File: src/rtl/crypto_ctrl_core.sv
// -----------------------------------------------------------------------------
// crypto_ctrl_core
// Fetch/decode/execute controller for the cryptography processor. It holds a
// unified instruction/data memory that is filled through a manual write port,
// then runs the stored program. The program can load immediates into A and B,
// store to memory, and run encrypt/decrypt on an external ALU. The ALU is
// driven over a start/done handshake with a timeout, and its result goes to C.
//
// Ports
//   clk, rst          clock; synchronous active-high reset
//   c_data_in         manual write data
//   c_addr_in         manual write address
//   manual_we         manual write enable; also freezes the FSM
//   alu_res_in        ALU result, valid while alu_done=1
//   alu_done          ALU completion strobe (only honoured in WAIT)
//   alu_start         one-cycle ALU launch pulse (high during START)
//   alu_mode          0 = encrypt, 1 = decrypt; valid START through WAIT
//   c_out_A/B/C       register contents
//   c_we              one-cycle pulse after a core memory write
//   c_addr_out        address of the last core memory write
//   c_data_out        data of the last core memory write
//   pc                program counter
//   halted            FSM is in HALT
//   err               sticky fault (illegal opcode or ALU timeout)
// -----------------------------------------------------------------------------
module crypto_ctrl_core #(
   parameter int DATA_W      = 8,
   parameter int ADDR_W      = 8,
   parameter int ALU_TIMEOUT = 16
) (
   input  logic              clk,
   input  logic              rst,
   input  logic [DATA_W-1:0] c_data_in,
   input  logic [ADDR_W-1:0] c_addr_in,
   input  logic              manual_we,
   input  logic [DATA_W-1:0] alu_res_in,
   input  logic              alu_done,
   output logic              alu_start,
   output logic              alu_mode,
   output logic [DATA_W-1:0] c_out_A,
   output logic [DATA_W-1:0] c_out_B,
   output logic [DATA_W-1:0] c_out_C,
   output logic              c_we,
   output logic [ADDR_W-1:0] c_addr_out,
   output logic [DATA_W-1:0] c_data_out,
   output logic [ADDR_W-1:0] pc,
   output logic              halted,
   output logic              err
);

   localparam int DEPTH = 2 ** ADDR_W;
   // The counter holds 0 .. ALU_TIMEOUT-1, which is one value per WAIT cycle.
   localparam int CNT_W = (ALU_TIMEOUT > 1) ? $clog2(ALU_TIMEOUT) : 1;
   localparam logic [CNT_W-1:0] CNT_LAST = CNT_W'(ALU_TIMEOUT - 1);

   localparam logic [3:0] OP_NOP = 4'h0;
   localparam logic [3:0] OP_STI = 4'h1;
   localparam logic [3:0] OP_LDA = 4'h2;
   localparam logic [3:0] OP_LDB = 4'h3;
   localparam logic [3:0] OP_ENC = 4'h6;
   localparam logic [3:0] OP_DEC = 4'h7;
   localparam logic [3:0] OP_STC = 4'h8;
   localparam logic [3:0] OP_HLT = 4'hF;

   typedef enum logic [2:0] {
      ST_FETCH = 3'd0,
      ST_OPND1 = 3'd1,
      ST_OPND2 = 3'd2,
      ST_START = 3'd3,
      ST_WAIT  = 3'd4,
      ST_HALT  = 3'd5
   } state_t;

   state_t             state;
   state_t             nxt;
   logic [DATA_W-1:0]  mem [DEPTH];
   logic [DATA_W-1:0]  word;
   logic [3:0]         word_op;
   logic [3:0]         ir;          // opcode field of the fetched instruction
   logic [ADDR_W-1:0]  sti_addr;
   logic [CNT_W-1:0]   cnt;

   logic               pc_inc;
   logic               ir_ld;
   logic               ld_a;
   logic               ld_b;
   logic               ld_c;
   logic               addr_ld;
   logic               core_we;
   logic [ADDR_W-1:0]  wr_addr;
   logic [DATA_W-1:0]  wr_data;
   logic               cnt_clr;
   logic               cnt_inc;
   logic               err_set;

   // Combinational memory read at the program counter.
   assign word    = mem[pc];
   assign word_op = word[DATA_W-1 -: 4];

   // State register.
   always_ff @(posedge clk) begin
      if (rst) begin
         state <= ST_FETCH;
      end else begin
         state <= nxt;
      end
   end

   // Next-state and datapath control decode.
   always_comb begin
      nxt     = state;
      pc_inc  = 1'b0;
      ir_ld   = 1'b0;
      ld_a    = 1'b0;
      ld_b    = 1'b0;
      ld_c    = 1'b0;
      addr_ld = 1'b0;
      core_we = 1'b0;
      wr_addr = {ADDR_W{1'b0}};
      wr_data = {DATA_W{1'b0}};
      cnt_clr = 1'b0;
      cnt_inc = 1'b0;
      err_set = 1'b0;
      if (manual_we) begin
         // A manual write freezes everything, so core and manual writes
         // can never collide on the memory port.
         nxt = state;
      end else begin
         case (state)
            ST_FETCH: begin
               ir_ld  = 1'b1;
               pc_inc = 1'b1;
               case (word_op)
                  OP_NOP:                         nxt = ST_FETCH;
                  OP_STI, OP_LDA, OP_LDB, OP_STC: nxt = ST_OPND1;
                  OP_ENC, OP_DEC:                 nxt = ST_START;
                  OP_HLT:                         nxt = ST_HALT;
                  default: begin
                     nxt     = ST_HALT;
                     err_set = 1'b1;
                  end
               endcase
            end
            ST_OPND1: begin
               pc_inc = 1'b1;
               nxt    = ST_FETCH;
               case (ir)
                  OP_LDA: ld_a = 1'b1;
                  OP_LDB: ld_b = 1'b1;
                  OP_STI: begin
                     addr_ld = 1'b1;
                     nxt     = ST_OPND2;
                  end
                  OP_STC: begin
                     core_we = 1'b1;
                     wr_addr = word[ADDR_W-1:0];
                     wr_data = c_out_C;
                  end
                  default: nxt = ST_FETCH;
               endcase
            end
            ST_OPND2: begin
               pc_inc  = 1'b1;
               core_we = 1'b1;
               wr_addr = sti_addr;
               wr_data = word;
               nxt     = ST_FETCH;
            end
            ST_START: begin
               cnt_clr = 1'b1;
               nxt     = ST_WAIT;
            end
            ST_WAIT: begin
               if (alu_done) begin
                  ld_c = 1'b1;
                  nxt  = ST_FETCH;
               end else if (cnt == CNT_LAST) begin
                  // This was WAIT cycle ALU_TIMEOUT without a done.
                  nxt     = ST_HALT;
                  err_set = 1'b1;
               end else begin
                  cnt_inc = 1'b1;
               end
            end
            ST_HALT: nxt = ST_HALT;
            default: begin
               nxt     = ST_HALT;
               err_set = 1'b1;
            end
         endcase
      end
   end

   // Datapath registers and registered status outputs.
   always_ff @(posedge clk) begin
      if (rst) begin
         pc         <= {ADDR_W{1'b0}};
         ir         <= 4'h0;
         c_out_A    <= {DATA_W{1'b0}};
         c_out_B    <= {DATA_W{1'b0}};
         c_out_C    <= {DATA_W{1'b0}};
         sti_addr   <= {ADDR_W{1'b0}};
         cnt        <= {CNT_W{1'b0}};
         c_we       <= 1'b0;
         c_addr_out <= {ADDR_W{1'b0}};
         c_data_out <= {DATA_W{1'b0}};
         alu_start  <= 1'b0;
         alu_mode   <= 1'b0;
         halted     <= 1'b0;
         err        <= 1'b0;
      end else begin
         c_we      <= core_we;
         // Registered from the next state so the pulse coincides with START.
         alu_start <= (nxt == ST_START);
         halted    <= (nxt == ST_HALT);
         if (err_set) begin
            err <= 1'b1;
         end
         if (pc_inc) begin
            pc <= pc + ADDR_W'(1);
         end
         if (ir_ld) begin
            ir       <= word_op;
            alu_mode <= (word_op == OP_DEC);
         end else if ((state == ST_WAIT) && (nxt != ST_WAIT)) begin
            alu_mode <= 1'b0;
         end
         if (ld_a) begin
            c_out_A <= word;
         end
         if (ld_b) begin
            c_out_B <= word;
         end
         if (ld_c) begin
            c_out_C <= alu_res_in;
         end
         if (addr_ld) begin
            sti_addr <= word[ADDR_W-1:0];
         end
         if (cnt_clr) begin
            cnt <= {CNT_W{1'b0}};
         end else if (cnt_inc) begin
            cnt <= cnt + CNT_W'(1);
         end
         if (core_we) begin
            c_addr_out <= wr_addr;
            c_data_out <= wr_data;
         end
      end
   end

   // Memory write port; contents survive reset, and no write happens in a
   // reset cycle.
   always_ff @(posedge clk) begin
      if (!rst) begin
         if (manual_we) begin
            mem[c_addr_in] <= c_data_in;
         end else if (core_we) begin
            mem[wr_addr] <= wr_data;
         end
      end
   end

endmodule

File: config.mk
export PLATFORM = sky130hd
export DESIGN_NAME = crypto_ctrl_core
export DESIGN_NICKNAME = d
export VERILOG_FILES = /design/src/rtl/crypto_ctrl_core.sv
export SDC_FILE = /design/constraint.sdc
export NUM_CORES = 2
export LEC_CHECK = 0
export CORE_MARGIN = 2
export CORE_UTILIZATION = 50
export CTS_CLUSTER_SIZE = 10
export DETAILED_ROUTE_END_ITERATION = 7
export PLACE_DENSITY = 0.66
export SLEW_MARGIN = 20
export SYNTH_ARGS = -nofsm -noshare
export SYNTH_HDL_FRONTEND = slang
export SYNTH_SLANG_ARGS = --single-unit
File: constraint.sdc
create_clock -name clk -period 16 [get_ports clk]
set_clock_uncertainty 0.05 [all_clocks]
set_input_delay 2.4 -clock clk [delete_from_list [all_inputs] [get_ports clk]]
set_output_delay 2.4 -clock clk [all_outputs]
set_load 0.02 [all_outputs]
# --- Yosys cells after proc, flatten, opt, wreduce, memory -nomap -nowiden ---
# Memories as Yosys holds them, arrays and structs flattened. A register that Yosys moved wholly into a read port is not among the register bits.
# Index checks and enable logic that the tools add are counted.
word_totals:
  in_bits: 28
  mem_bits_rw: 2048
  out_inout_bits: 53
  wordCells: 105
  register_bits: 72
  mem_count: 1
op_classes:
  add_sub_neg: 2
  eq_ne: 20
  muxes: 56
  reduce_logical: 11
memory_table:
  columns: ["name", "depth", "width", "read_ports", "rd_clocked_by_memory_dff", "wr", "line", "rtl"]
  rows:
  - ["mem", 256, 8, 1, 1, 1, "76", "logic [DATA_W-1:0] mem [DEPTH];"]
ops:
  columns: ["operator", "count"]
  rows:
  - ["$mux W8", 8]
  - ["$mux W1", 38]
  - ["$pmux W8 S2", 2]
  - ["$eq A4 B2 Y1 const B", 4]
  - ["$eq A4 B4 Y1 const B", 4]
  - ["$reduce_or A8 Y1", 2]
  - ["$pmux W3 S5", 1]
  - ["$eq A3 B2 Y1 const B", 3]
  - ["$eq A3 B3 Y1 const B", 3]
  - ["$mux W3", 3]
  - ["$pmux W3 S3", 1]
  - ["$add A8 B1 Y8 const B", 1]
  - ["$eq A4 B1 Y1 const B", 2]
  - ["$eq A4 B3 Y1 const B", 2]
  - ["$reduce_or A4 Y1", 2]
  - ["$add A4 B1 Y4 const B", 1]
  - ["$logic_not A4 Y1", 1]
  - ["$reduce_or A2 Y1", 2]
  - ["$eq A3 B1 Y1 const B", 1]
  - ["$logic_not A3 Y1", 1]
  - ["$ne A3 B3 Y1 const B", 1]
  - ["$pmux W1 S3", 1]
  - ["$reduce_or A3 Y1", 1]
  - ["$mux W2", 1]
  - ["other kinds (3)", 3]

# --- Longest topological paths before layout ---
logic_depth:
  ltp_word: 10
  mapped_depth: 20

# --- Least setup slack after synthesis ---
# OpenSTA, ideal clock, no wires.
synth_path:
  path_type: "input to register"
  start: "input manual_we"
  end: "memory mem[0][7] (data pin)"
  setup_time_ps: 823
  n_path_buf: 2
  arrival_time_ps: 6351
  path_stages: 6
  slack_ps: 8776
  path_cell_list: "nor2_1 o21ai_1 clkbuf_1 clkbuf_1 nand2_1 nand2_1"
synth_via:
  elab_chain_cells: 7
  word_cells_on_any_way: 8
  cone_classes: "mux: 7; reduce/logical: 1"
synth_rtl:
  columns: ["item", "line", "rtl"]
  rows:
  - ["start: declaration", "35", "input logic manual_we,"]
  - ["$mux W1", "124", "if (manual_we) begin"]
  - ["$mux W1", "258", "end else if (core_we) begin"]
  - ["$mux W1", "256", "if (manual_we) begin"]
  - ["$mux W1", "255", "if (!rst) begin"]
  - ["$mux W1 (implied by the code)", "259", "mem[wr_addr] <= wr_data;"]
  - ["$reduce_or A8 Y1 (no source line)", null, null]
  - ["$mux W8 (no source line) (*)", null, null]
  - ["end: declaration", "76", null]
# Mark *: on every way between the ends. The rest lies on a longest branch, timed or not.

==> flow_metrics.py <==
metrics = {
    "sta": {
        "setup_viol": 0,
        "layout_setup_ws_ns": 7.87,
        "max_freq_mhz": 123,
        "slew_headroom_pct": 9.67,
        "rsz0062_at_grt": "no",
        "period_share_pct": 50.8,
        "worst_pin_slew_ns": 1.35,
        "whs_ns": 0.393,
        "finalCriticalPeriod_ns": 8.13,
        "hold_violations": 0,
        "maxSlewViolCount": 0,
        "fin_setup_tns_ns": 0,
    },
    "critical_path": {
        "slowest_delay_ns": 1.00,
        "path_cells": "buf_12 -> buf_12 -> mux4_2 -> nor2_1 -> nor4_1 -> buf_4 -> a311oi_1 -> nand2_1 -> and3_1 -> a22oi_1 -> nor2_1 -> a21o_4 -> buf_16 -> buf_4 -> buf_4",
        "slowest_stage": "nor4_1",
        "critPathLaunchType": "register",
        "setup.worst_path.end_class": "register",
        "r2r_cells": 15,
        "timing.rr.end": "mem[10][6]$_DFFE_PP_",
        "path_class": "register to register",
        "crit_required_ns": 16.44,
        "path_max_fanout": 110,
        "r2r_setup_slack_ns": 7.87,
        "crit_arrival_ns": 8.57,
        "path_common_cell": "buf_4",
    },
    "drt": {
        "remaining_drc_errors": 0,
        "drt-met1-wl_um": 88600,
        "ant_nets": 0,
        "drtPass1Iterations": 6,
        "viasPerCell": 6.55,
        "vias": 43600,
        "wirelength_um": 228000,
        "dr.max_layer_used": "met5",
        "wl_met2_um": 107000,
        "first_iter_violations": 6307,
        "met3_length_um": 24300,
        "wl_per_cell_um": 34.3,
    },
    "floorplanning": {
        "core_mm2": 0.167,
        "start_util_pct": 50.3,
        "num_rows": 150,
        "pin_count": 81,
        "die_area_mm2": 0.171,
        "fp.dieH_um": 414,
        "die_w_um": 414,
    },
    "clocking": {
        "cts-root-buf": "clkbuf_16",
        "hold_buffers": 0,
        "numCtsBuffers": 233,
        "post_cts_resized": 0,
        "clk_transition_reported_paths_ns": 0.06,
        "cts_max_path_buffers": 3,
        "cts_sinks": 2128,
        "h-tree-depth": 4,
        "post_cts.repair.setup_buffers": 0,
        "clk_latency_ns": 0.88,
        "cts_tree": "done",
    },
    "pwr": {
        "pwr-share-comb_pct": 6.9,
        "ir_drop_v": 0.000131,
        "internal-power_mw": 9.05,
        "power.switching_mw": 2.60,
        "sequentialPowerShare_pct": 52.7,
        "p_leak_nw": 28.4,
        "p_per_area_mw_per_mm2": 124,
        "clkPwrFrac_pct": 40.3,
        "switching_share_pct": 22.3,
    },
    "synthesis": {
        "synth.net_count": 4175,
        "synth_seq_cells": 2128,
        "syn_area_mm2": 0.0839,
        "ys_types": 89,
        "syn_inst": 4145,
        "synth_edf_count": 2048,
        "ys_warn_count": 0,
        "synth_ff_type": "edfxtp_1",
        "synth_area_per_cell_um2": 20.3,
        "synth-async-reset-ratio_pct": 0,
        "synth.yosys.seq_area_share_pct": 75.2,
    },
    "finish": {
        "stdcell_area_mm2": 0.0941,
        "drive_above_1_share_pct": 23.5,
        "nFillCells": 12300,
        "area_growth_pct": 12.0,
        "finish.utilization_pct": 56.3,
        "nets": 4394,
    },
    "global_routing": {
        "antenna_found_initial": 8,
        "grt_pass1_vias": 42600,
        "grt_usage_pct": 26.8,
        "grt_pass1_wl_um": 323000,
        "grt-ovfl-total": 0,
        "grt_max_degree": 209,
    },
    "placed_design": {
        "gp_congestion": 0.888,
        "io_buffers": 80,
        "dp_hpwl_um": 138000,
        "place_ws_ns": 7.74,
        "placed_cell_area_mm2": 0.0875,
    },
    "outcome": {
        "outcome": "finished clean",
    },
    "run": {
        "max_cap_viol_count": 0,
    },
    "hold_path": {
        "hold_end": "c_data_out[7]$_SDFFE_PP0P_",
        "min_path_cells": 2,
        "min_from": "c_data_out[7]$_SDFFE_PP0P_",
        "hold_class": "register to register",
    },
}
==> per-stage QoR <==
stage               instances  total power, mW
global placement         6329             7.05
finish                   6649             11.7
detailed placement       6330             7.06
floorplan                4145             6.81
global route             6644             11.9
CTS                      6641             11.7
==> routing by layer <==
metal	up-vias	GRT usage, %
li1	17500	-
met5	-	0
met3	431	6.77
met4	6	8.88
met2	2500	41.1
met1	23100	37.9
==> power groups by stage <==
stage	Clock, mW	Combinational (mW)	Sequential (mW)
after global routing	4.96	0.843	6.15
final	4.70	0.807	6.15
after global placement	0	0.793	6.26
after CTS	4.74	0.804	6.15
after floorplan	0	0.532	6.28
after detailed placement	0	0.803	6.26
==> cells in the final DEF (no fill, tap or decap), types with 12 or more instances in the layout <==
cell             instances
edfxtp_1              2048
mux4_2                 475
nor2_1                 243
clkbuf_16              234
mux2i_1                201
buf_4                  154
nand2_1                107
a22oi_1                104
clkdlybuf4s50_1         79
dfxtp_1                 74
a21oi_1                 63
clkbuf_1                56
nor3_1                  55
nand3_1                 51
o21ai_0                 28
nor4_1                  27
nor3_2                  25
mux2_2                  21
nor4_2                  19
nor2b_1                 18
o22ai_1                 17
nand4_1                 16
a22o_1                  16
a21o_1                  14
a31oi_1                 13
a221oi_1                12
==> layout make-up <==
| type | count | area (um^2) | area share, % |
|---|---|---|---|
| Antenna cell | 5 | 12.5 | 0.0133 |
| Clock buffer | 291 | 6080 | 6.46 |
| Clock inverter | 20 | 312 | 0.331 |
| Inverter | 11 | 41.3 | 0.0439 |
| Multi-Input combinational cell | 1743 | 19500 | 20.8 |
| Sequential cell | 2128 | 63100 | 67.1 |
| Tap cell | 2204 | 2760 | 2.93 |
| Timing Repair Buffer | 247 | 2210 | 2.35 |
==> cells by family after synthesis <==
logic type / Yosys count / share of synthesized area (%)
mux: 697 / 15.4
buf+inv: 274 / 2.27
simple gates: 681 / 4.02
flops: 2128 / 75.2
fa+ha+maj: 2 / 0.0298
compound gates: 353 / 2.99
xor+xnor: 10 / 0.104
==> sequential cells by signal, summed over array words and instances, names as in the netlist, named ones only <==
signal,cells
halted,1
c_out_B,8
sti_addr,8
c_data_out,8
mem,2048
c_addr_out,8
c_we,1
alu_start,1
alu_mode,1
err,1
c_out_C,8
ir,4
cnt,4
state,3
c_out_A,8
pc,8
==> synthesized netlist by cell type (11+ instances only) <==
library cell  instances  area, um^2
buf_1                11        41.3
o21ai_0              28         140
clkbuf_1             73         274
nor2b_1              24         150
nand2_1             109         409
nor3_1               80         400
a22oi_1             104         781
a211oi_1             11        82.6
edfxtp_1           2048       61500
a22o_1               16         140
a21o_1               20         150
nand3_1              51         255
mux2i_1             201        2010
buf_6                58         653
nand4_1              16         100
buf_4                46         345
nor4_1               55         344
a21oi_1              63         315
buf_2                55         275
mux2_2               21         236
a31oi_1              16         100
a221oi_1             12         105
mux4_2              475       10700
nor2_1              247         927
nand2b_1             12        75.1
dfxtp_1              80        1600
o22ai_1              17         106
==> worst max path at each step <==
stage	end	slack, ns
floorplan	mem[0][7]$_DFFE_PP_	8.78
global placement	mem[180][6]$_DFFE_PP_	7.93
detailed placement	mem[13][6]$_DFFE_PP_	7.74
CTS	mem[10][6]$_DFFE_PP_	7.71
global route	mem[10][6]$_DFFE_PP_	7.65
finish	mem[10][6]$_DFFE_PP_	7.87
==> worst max-delay path, delay by kind of cell, from the launching register on <==
family / cells / cell delay [ns]
flip-flops: 1 / 0.90
multiplexers: 1 / 0.35
buffers and inverters: 6 / 3.28
AND/OR/NAND/NOR: 5 / 2.02
AO/OA/AOI/OAI: 3 / 0.70
Power figures use the tool's default switching activity.
